===== config.mk =====
export PLATFORM = sky130hd
export DESIGN_NAME = clk_monitor
export DESIGN_NICKNAME = d
export VERILOG_FILES = /design/src/rtl/clk_monitor.sv
export SDC_FILE = /design/constraint.sdc
export NUM_CORES = 1
export LEC_CHECK = 0
export BUFFER_PORTS_ARGS = -buffer_cell sky130_fd_sc_hd__buf_2
export CAP_MARGIN = 20
export CORE_ASPECT_RATIO = 1.2
export CORE_MARGIN = 4
export CORE_UTILIZATION = 50
export CTS_BUF_LIST = sky130_fd_sc_hd__clkbuf_4 sky130_fd_sc_hd__clkbuf_8
export CTS_CLUSTER_SIZE = 14
export DETAILED_ROUTE_END_ITERATION = 7
export GPL_TIMING_DRIVEN = 0
export PLACE_DENSITY = 0.85
export SYNTH_ARGS = -nofsm -noshare
export SYNTH_HDL_FRONTEND = slang
export SYNTH_SLANG_ARGS = --single-unit

===== constraint.sdc =====
create_clock -name clk -period 1.39 [get_ports clk]
set_input_delay 0.139 -clock clk [delete_from_list [all_inputs] [get_ports clk]]
set_output_delay 0.139 -clock clk [all_outputs]
set_load 0.05 [all_outputs]

===== src/rtl/clk_monitor.sv =====
// clk_monitor: synchronizes a slow asynchronous signal, emits edge pulses,
// measures the rise-to-rise period in clk cycles and flags loss of activity.
// Optional glitch filter on the synchronized level: CLK_MONITOR_GLITCH_FILTER_EN.
module clk_monitor #(
   parameter int unsigned CNT_W       = 16,
   parameter int unsigned SYNC_STAGES = 2,
   parameter int unsigned TIMEOUT     = 1000
) (
   input  logic             clk,
   input  logic             rst,
   input  logic             sig_in,
   output logic             rise_pulse,
   output logic             fall_pulse,
   output logic [CNT_W-1:0] period,
   output logic             period_valid,
   output logic             lost,
   output logic [1:0]       state
);

   // Last count value before the loss timeout fires (cnt + 1 == TIMEOUT)
   localparam logic [CNT_W-1:0] CNT_LAST = CNT_W'(TIMEOUT - 1);

   typedef enum logic [1:0] {
      ST_IDLE    = 2'd0,
      ST_MEASURE = 2'd1,
      ST_LOST    = 2'd2
   } state_e;

   logic [SYNC_STAGES-1:0] sync_q;
   logic                   s;
   logic                   s_d_q;
   logic                   rise_c;
   logic                   fall_c;

   state_e                 state_q;
   logic [CNT_W-1:0]       cnt_q;
   logic [CNT_W-1:0]       period_q;
   logic                   period_valid_q;
   logic                   lost_q;
   logic                   rise_pulse_q;
   logic                   fall_pulse_q;

   // Multi-flop synchronizer for the asynchronous input
   always_ff @(posedge clk) begin
      if (rst) begin
         sync_q <= '0;
      end else begin
         sync_q <= {sync_q[SYNC_STAGES-2:0], sig_in};
      end
   end

`ifdef CLK_MONITOR_GLITCH_FILTER_EN
   logic s_q;

   // Accept a new level only once it is present in the last two stages
   always_ff @(posedge clk) begin
      if (rst) begin
         s_q <= 1'b0;
      end else if (sync_q[SYNC_STAGES-1] == sync_q[SYNC_STAGES-2]) begin
         s_q <= sync_q[SYNC_STAGES-1];
      end
   end

   assign s = s_q;
`else
   assign s = sync_q[SYNC_STAGES-1];
`endif

   // Delayed copy of the synchronized level for edge detection
   always_ff @(posedge clk) begin
      if (rst) begin
         s_d_q <= 1'b0;
      end else begin
         s_d_q <= s;
      end
   end

   assign rise_c = s & ~s_d_q;
   assign fall_c = ~s & s_d_q;

   // Monitor FSM: edge pulses, period counter, loss detection
   always_ff @(posedge clk) begin
      if (rst) begin
         state_q        <= ST_IDLE;
         cnt_q          <= '0;
         period_q       <= '0;
         period_valid_q <= 1'b0;
         lost_q         <= 1'b0;
         rise_pulse_q   <= 1'b0;
         fall_pulse_q   <= 1'b0;
      end else begin
         rise_pulse_q   <= rise_c;
         fall_pulse_q   <= fall_c;
         period_valid_q <= 1'b0;
         case (state_q)
            ST_IDLE, ST_MEASURE: begin
               if (rise_c) begin
                  // First rise after idle only arms the measurement
                  if (state_q == ST_MEASURE) begin
                     period_q       <= cnt_q + CNT_W'(1);
                     period_valid_q <= 1'b1;
                  end
                  state_q <= ST_MEASURE;
                  cnt_q   <= '0;
               end else if (cnt_q == CNT_LAST) begin
                  state_q <= ST_LOST;
                  lost_q  <= 1'b1;
                  cnt_q   <= '0;
               end else begin
                  cnt_q <= cnt_q + CNT_W'(1);
               end
            end
            ST_LOST: begin
               cnt_q <= '0;
               // Re-acquisition: restart measuring, no period reported
               if (rise_c) begin
                  state_q <= ST_MEASURE;
                  lost_q  <= 1'b0;
               end
            end
            default: begin
               state_q <= ST_IDLE;
               cnt_q   <= '0;
               lost_q  <= 1'b0;
            end
         endcase
      end
   end

   assign rise_pulse   = rise_pulse_q;
   assign fall_pulse   = fall_pulse_q;
   assign period       = period_q;
   assign period_valid = period_valid_q;
   assign lost         = lost_q;
   assign state        = state_q;

endmodule


# After elaboration in Yosys (flattened, before gate mapping)
# Index checks and enable logic that the tools add are counted.
[totals] inputBits=3 out_inout_bits=22 register_bits=41
[classes] n_bitwise=6 n_addsub=1 reduce_logical=7 eq_ne=7 n_mux=9
[ops] operator="$add 16x1->16 const B" count=1
[ops] operator="$eq 16x10->1 const B" count=1
[ops] operator="$mux 2" count=3
[ops] operator="$ne 2x2->1 const B" count=3
[ops] operator="$reduce_and 3->1" count=2
[ops] operator="$mux 1" count=4
[ops] operator="$not 1->1" count=4
[ops] operator="$pmux 2 s2" count=1
[ops] operator="$reduce_or 4->1" count=1
[ops] operator="$ne 3x3->1 const B" count=1
[ops] operator="$reduce_or 3->1" count=1
[ops] operator="$and 1x1->1" count=2
[ops] operator="$eq 2x1->1 const B" count=1
[ops] operator="$eq 2x2->1 const B" count=1
[ops] operator="$logic_not 2->1" count=1
[ops] operator="$pmux 1 s2" count=1
[ops] operator="$reduce_and 2->1" count=1
[ops] operator="$reduce_or 2->1" count=1

# Longest topological paths before layout
[depth] word_depth=4 ltp_mapped=6

# Worst setup path after synthesis
# No wires, ideal clock.
[synth_path] kind="register to register" startpoint="register state_q[0] (netlist: state[0])" endpoint="register period_q[11] (netlist: period[11])" setup_slack_ns=-0.271 path_stages_with_launch=6 n_path_buf=1 arrival_time_ns=1.581 setup_ns=0.079 path_cell_list="dfxtp_1 -> nand3b_1 -> nor2_1 -> clkbuf_1 -> nor2_1 -> a211oi_2"
[synth_between] elab_chain_cells=3 elab_cells_between_ends=4 classes_between="eq/ne (1); reduce/logical (3)"
[synth_lines] item="start: declaration" line="35" source="state_e state_q;"
[synth_lines] item="start signal: assignment" line="84" source="state_q <= ST_IDLE;"
[synth_lines] item="start signal: assignment" line="103" source="state_q <= ST_MEASURE;"
[synth_lines] item="start signal: assignment" line="106" source="state_q <= ST_LOST;"
[synth_lines] item="$eq 2x1->1 or $logic_not 2->1 (tied branches)" line="95, 99"
[synth_lines] item="$reduce_or 2->1" line="95" source="case (state_q)"
[synth_lines] item="$reduce_and 3->1 (no line) (*)"
[synth_lines] item="end signal: assignment" line="100" source="period_q <= cnt_q + CNT_W'(1);"
[synth_lines] item="end: declaration" line="37" source="logic [CNT_W-1:0] period_q;"
# Every way passes the cells marked *; elsewhere a longest branch is shown, timed or not.
# A chain may end at the register's enable or synchronous reset.

# Final worst setup path
[layout_path] startpoint="register cnt_q[1]" endpoint="register state_q[1] (netlist: state[1])"
[layout_between] elab_chain_cells=3
[layout_lines] item="start: declaration" line="36" source="logic [CNT_W-1:0] cnt_q;"
[layout_lines] item="start signal: assignment" line="110" source="cnt_q <= cnt_q + CNT_W'(1);"
[layout_lines] item="$eq 16x10->1" line="105" source="end else if (cnt_q == CNT_LAST) begin"
[layout_lines] item="$ne 3x3->1 (no line)"
[layout_lines] item="$reduce_and 2->1 (no line)"
[layout_lines] item="end signal: assignment" line="103"
[layout_lines] item="end signal: assignment" line="106"
[layout_lines] item="end signal: assignment" line="117" source="state_q <= ST_MEASURE;"
# Every way passes these cells.

==> metrics.cfg <==
[status]
status = finished with violations
violated_checks = setup timing

[global_routing]
gr-total-overflow = 0
grt.total_usage_pct = 18.3
grt_start_max_net_pins = 14
first_global_vias = 1263
grt_first_pass_wirelength_um = 5740
grt_antenna_before_repair = 0

[worst_setup_path]
cp_data_arrival_time_ns = 1.76
timing.critical_path.required_ns = 1.68
regToRegSetupSlack_ns = -0.08
critPathKind = reg2reg
timing.critical_path.from_type = flop
critical_path.max_fanout = 4
timing.rr.end = state[1]$_SDFFE_PP0P_
critical_path.reg2reg.startpoint = cnt_q[1]$_SDFF_PP0_
critical_path.slowest_cell = sky130_fd_sc_hd__dfxtp_4
cpPeakStageDelay_ns = 0.39
crit_path_cell_trace = ha_4, and3b_1, nand4_2, buf_6, mux2_4, nor3_2
critPathCaptureType = flop
r2r_cells = 6

[logic_synthesis]
netlist-cell-type-count = 32
synth_cells = 157
synth_nets = 161
mappedNetlistArea_um2 = 1570
number_of_warnings_reported_in_the_yosys_synthesis_log = 0
synth.yosys.seq_area_share_pct = 52.3
synth_seq_cells = 41
avg_inst_size_synth_um2 = 10.0

[pwr]
share_seq_of_total_power_pct = 61.6
p_total_mw = 1.96
max-vdd-ir-drop_v = 0.000821
total_switching_power_mw = 0.513
p_sw_share_pct = 26.2
leakagePower_nw = 0.840
comb_power_share_pct = 8.6
powerDensity_nw_per_um2 = 913
share_clk_of_total_power_pct = 29.8
internal_power_mw = 1.45

[floorplanning]
placeableCoreArea_um2 = 3030
initial_utilization_pct = 51.9
die_area_um2 = 4100
die_h_um = 69.4
top_level_ports = 25
die_width_um = 59.2
std_cell_rows = 22

[clock_tree]
cts-buffers-inserted = 5
clk_pin_slew_worst_paths_ns = 0.12
clock_path_buffers = 2
latest_clock_arrival_within_the_worst_skew_pair_ns = 0.35
cts-root-buf = sky130_fd_sc_hd__clkbuf_4
h_tree_levels = 2
clock_sink_count = 41
tritoncts = built
ctsHoldBuffers = 0

[drt]
vias_after_detailed_routing = 1325
antenna_violating_nets_post_route = 0
wire_per_inst_um = 17.6
dr.first_iter.drc_count = 49
drt-total-wl_um = 4140
detailedRoute.firstPassIterationCount = 4
detail_route.drc_violations = 0
vias_per_cell = 5.64

[worst_hold_path]
worst_hold_path.num_cells = 2
min_to = sync_q[0]$_SDFF_PP0_
hold_path.class = in2reg
startpoint_of_the_lowest_slack_hold_path = sig_in

[sta]
post-route-min-period_ns = 1.47
final_min_period_over_clock_period_pct = 106
worst_slew_margin_relative_to_its_limit_pct = 62.7
max_freq_mhz = 678
timing.final.hold_violations = 0
finalSetupViolCount = 20
drv_slew = 0
skew_ns = 0.00794
worst-slew-pin-transition_ns = 0.559
setup-tns-final_ns = -0.756
rsz0062_at_grt = yes
postLayoutSetupSlackWorst_ns = -0.0843

[cells_and_area]
mostFrequentLayoutCell = sky130_fd_sc_hd__nor2_1
area_delta_synth_final_pct = 36.7
post_route_cells_drive_above_1_share_pct = 49.2
final_net_count = 202
fillers = 217
most-common-layout-cells = sky130_fd_sc_hd__nor2_1 (30), sky130_fd_sc_hd__dfxtp_1 (24), sky130_fd_sc_hd__buf_2 (24), sky130_fd_sc_hd__dfxtp_2 (11), sky130_fd_sc_hd__a211oi_1 (10)
antenna_cell_count = 0
design_area_um2 = 2150

[run]
max_cap_violations = 0

[placed_design]
placedInstanceArea_um2 = 1750
numPortBuffers = 24
place_congestion = 0.908
pre_cts_slack_ns = -0.177
hpwl_dp_um = 2280

==> power by group through the flow <==
stage	registers [mW]	clock network [mW]	logic, mW
after floorplan	1.27	0	0.0498
after global placement	1.24	0	0.108
after detailed placement	1.24	0	0.110
after CTS	1.21	0.598	0.131
after global routing	1.21	0.648	0.179
final	1.21	0.584	0.168
==> state kept, by name, summed over array words and instances, names as in the netlist <==
signal        count
period           16
cnt_q            16
sync_q            2
lost              1
fall_pulse        1
period_valid      1
s_d_q             1
state             2
rise_pulse        1
==> metrics by stage <==
stage               util (%)  hold slack [ns]  std cells
floorplan                  -            0.210        157
global placement        57.8            0.353        217
detailed placement      57.8            0.383        217
CTS                     62.9         0.000880        230
global route            70.9           0.0358        235
finish                  70.9           0.0143        235
==> cell type report <==
type	instances	area (µm²)	share of cell area, %
plain buffers	6	42.5	1.98
well taps	36	45.0	2.10
repair buffers	35	235	11.0
clock inverters	3	17.5	0.816
flip-flops and latches	41	857	39.9
multi-input cells	109	911	42.4
clock buffers	5	37.5	1.75
==> logic make-up (layout without fill, tap and decap cells) <==
group / Yosys count / count (layout) / synth area share, %
AOI/OAI and AO/OA: 19 / 19 / 9.24
xor gates and xnor gates: 14 / 14 / 7.81
adders and majority gates: 1 / 1 / 0.797
buffers and inverters: 7 / 49 / 1.83
DFF: 41 / 41 / 52.3
muxes: 2 / 2 / 1.35
and+or+nand+nor: 73 / 73 / 26.7
==> critical path, delay by kind of cell, from the launching register on <==
| family | cells | cell delay (ns) |
|---|---|---|
| and+or+nand+nor | 3 | 0.42 |
| DFF | 1 | 0.39 |
| adders and majority gates | 1 | 0.16 |
| buffers and inverters | 1 | 0.17 |
| muxes | 1 | 0.27 |
==> timing repair <==
item / CTS / global route
endpoints found under the setup margin: 31 / 24
cloned: 0 / 1
buffers inserted: 6 / 4
pin swaps: 5 / 17
gates resized for setup: 22 / 38
==> per-layer routing <==
| layer | GRT usage, % | share of wire (%) | up-vias |
|---|---|---|---|
| met2 | 32.1 | 54 | 47 |
| met4 | 7.56 | 4.7 | 0 |
| met5 | 0 | 0 | - |
| met1 | 19.8 | 37 | 630 |
| met3 | 5.21 | 4.6 | 19 |
| li1 | - | - | 629 |
==> cell usage after synthesis <==
library cell | count | area [µm²]
sky130_fd_sc_hd__nor2_1 | 33 | 124
sky130_fd_sc_hd__o21ai_0 | 1 | 5.00
sky130_fd_sc_hd__clkbuf_1 | 5 | 18.8
sky130_fd_sc_hd__and3b_1 | 1 | 8.76
sky130_fd_sc_hd__nor3_1 | 5 | 25.0
sky130_fd_sc_hd__ha_1 | 1 | 12.5
sky130_fd_sc_hd__nor4b_2 | 1 | 15.0
sky130_fd_sc_hd__and2_1 | 1 | 6.26
sky130_fd_sc_hd__nand4_2 | 2 | 25.0
sky130_fd_sc_hd__buf_2 | 2 | 10.0
sky130_fd_sc_hd__dfxtp_1 | 41 | 821
sky130_fd_sc_hd__a21oi_1 | 2 | 10.0
sky130_fd_sc_hd__and4bb_2 | 1 | 12.5
sky130_fd_sc_hd__nor3b_1 | 1 | 7.51
sky130_fd_sc_hd__nor4_1 | 1 | 6.26
sky130_fd_sc_hd__nor2b_1 | 5 | 31.3
sky130_fd_sc_hd__nand3_4 | 1 | 17.5
sky130_fd_sc_hd__a211oi_2 | 2 | 25.0
sky130_fd_sc_hd__nand2_2 | 1 | 6.26
sky130_fd_sc_hd__and3_1 | 1 | 6.26
sky130_fd_sc_hd__mux2i_1 | 1 | 10.0
sky130_fd_sc_hd__nand3b_1 | 1 | 7.51
sky130_fd_sc_hd__xnor2_1 | 7 | 61.3
sky130_fd_sc_hd__nand3_1 | 2 | 10.0
sky130_fd_sc_hd__xor2_1 | 7 | 61.3
sky130_fd_sc_hd__nand4_1 | 4 | 25.0
sky130_fd_sc_hd__a211oi_1 | 14 | 105
sky130_fd_sc_hd__mux2_2 | 1 | 11.3
sky130_fd_sc_hd__or3_1 | 1 | 6.26
sky130_fd_sc_hd__and4_1 | 4 | 35.0
sky130_fd_sc_hd__nand2_1 | 5 | 18.8
sky130_fd_sc_hd__nor4_2 | 2 | 25.0
==> how the worst max path moves through the flow <==
stage | startpoint | end | slack (ns)
4_1_cts | cnt_q[1]$_SDFF_PP0_ | lost$_SDFFE_PP0P_ | -0.003
3_5_place_dp | cnt_q[9]$_SDFF_PP0_ | cnt_q[8]$_SDFF_PP0_ | -0.18
5_1_grt | cnt_q[15]$_SDFF_PP0_ | lost$_SDFFE_PP0P_ | -0.12
6_report | cnt_q[1]$_SDFF_PP0_ | state[1]$_SDFFE_PP0P_ | -0.08
2_1_floorplan | state[0]$_SDFFE_PP0P_ | period[12]$_SDFFE_PP0P_ | 0.009
3_3_place_gp | cnt_q[0]$_SDFF_PP0_ | cnt_q[4]$_SDFF_PP0_ | -0.13
Power figures use the tool's default switching activity.
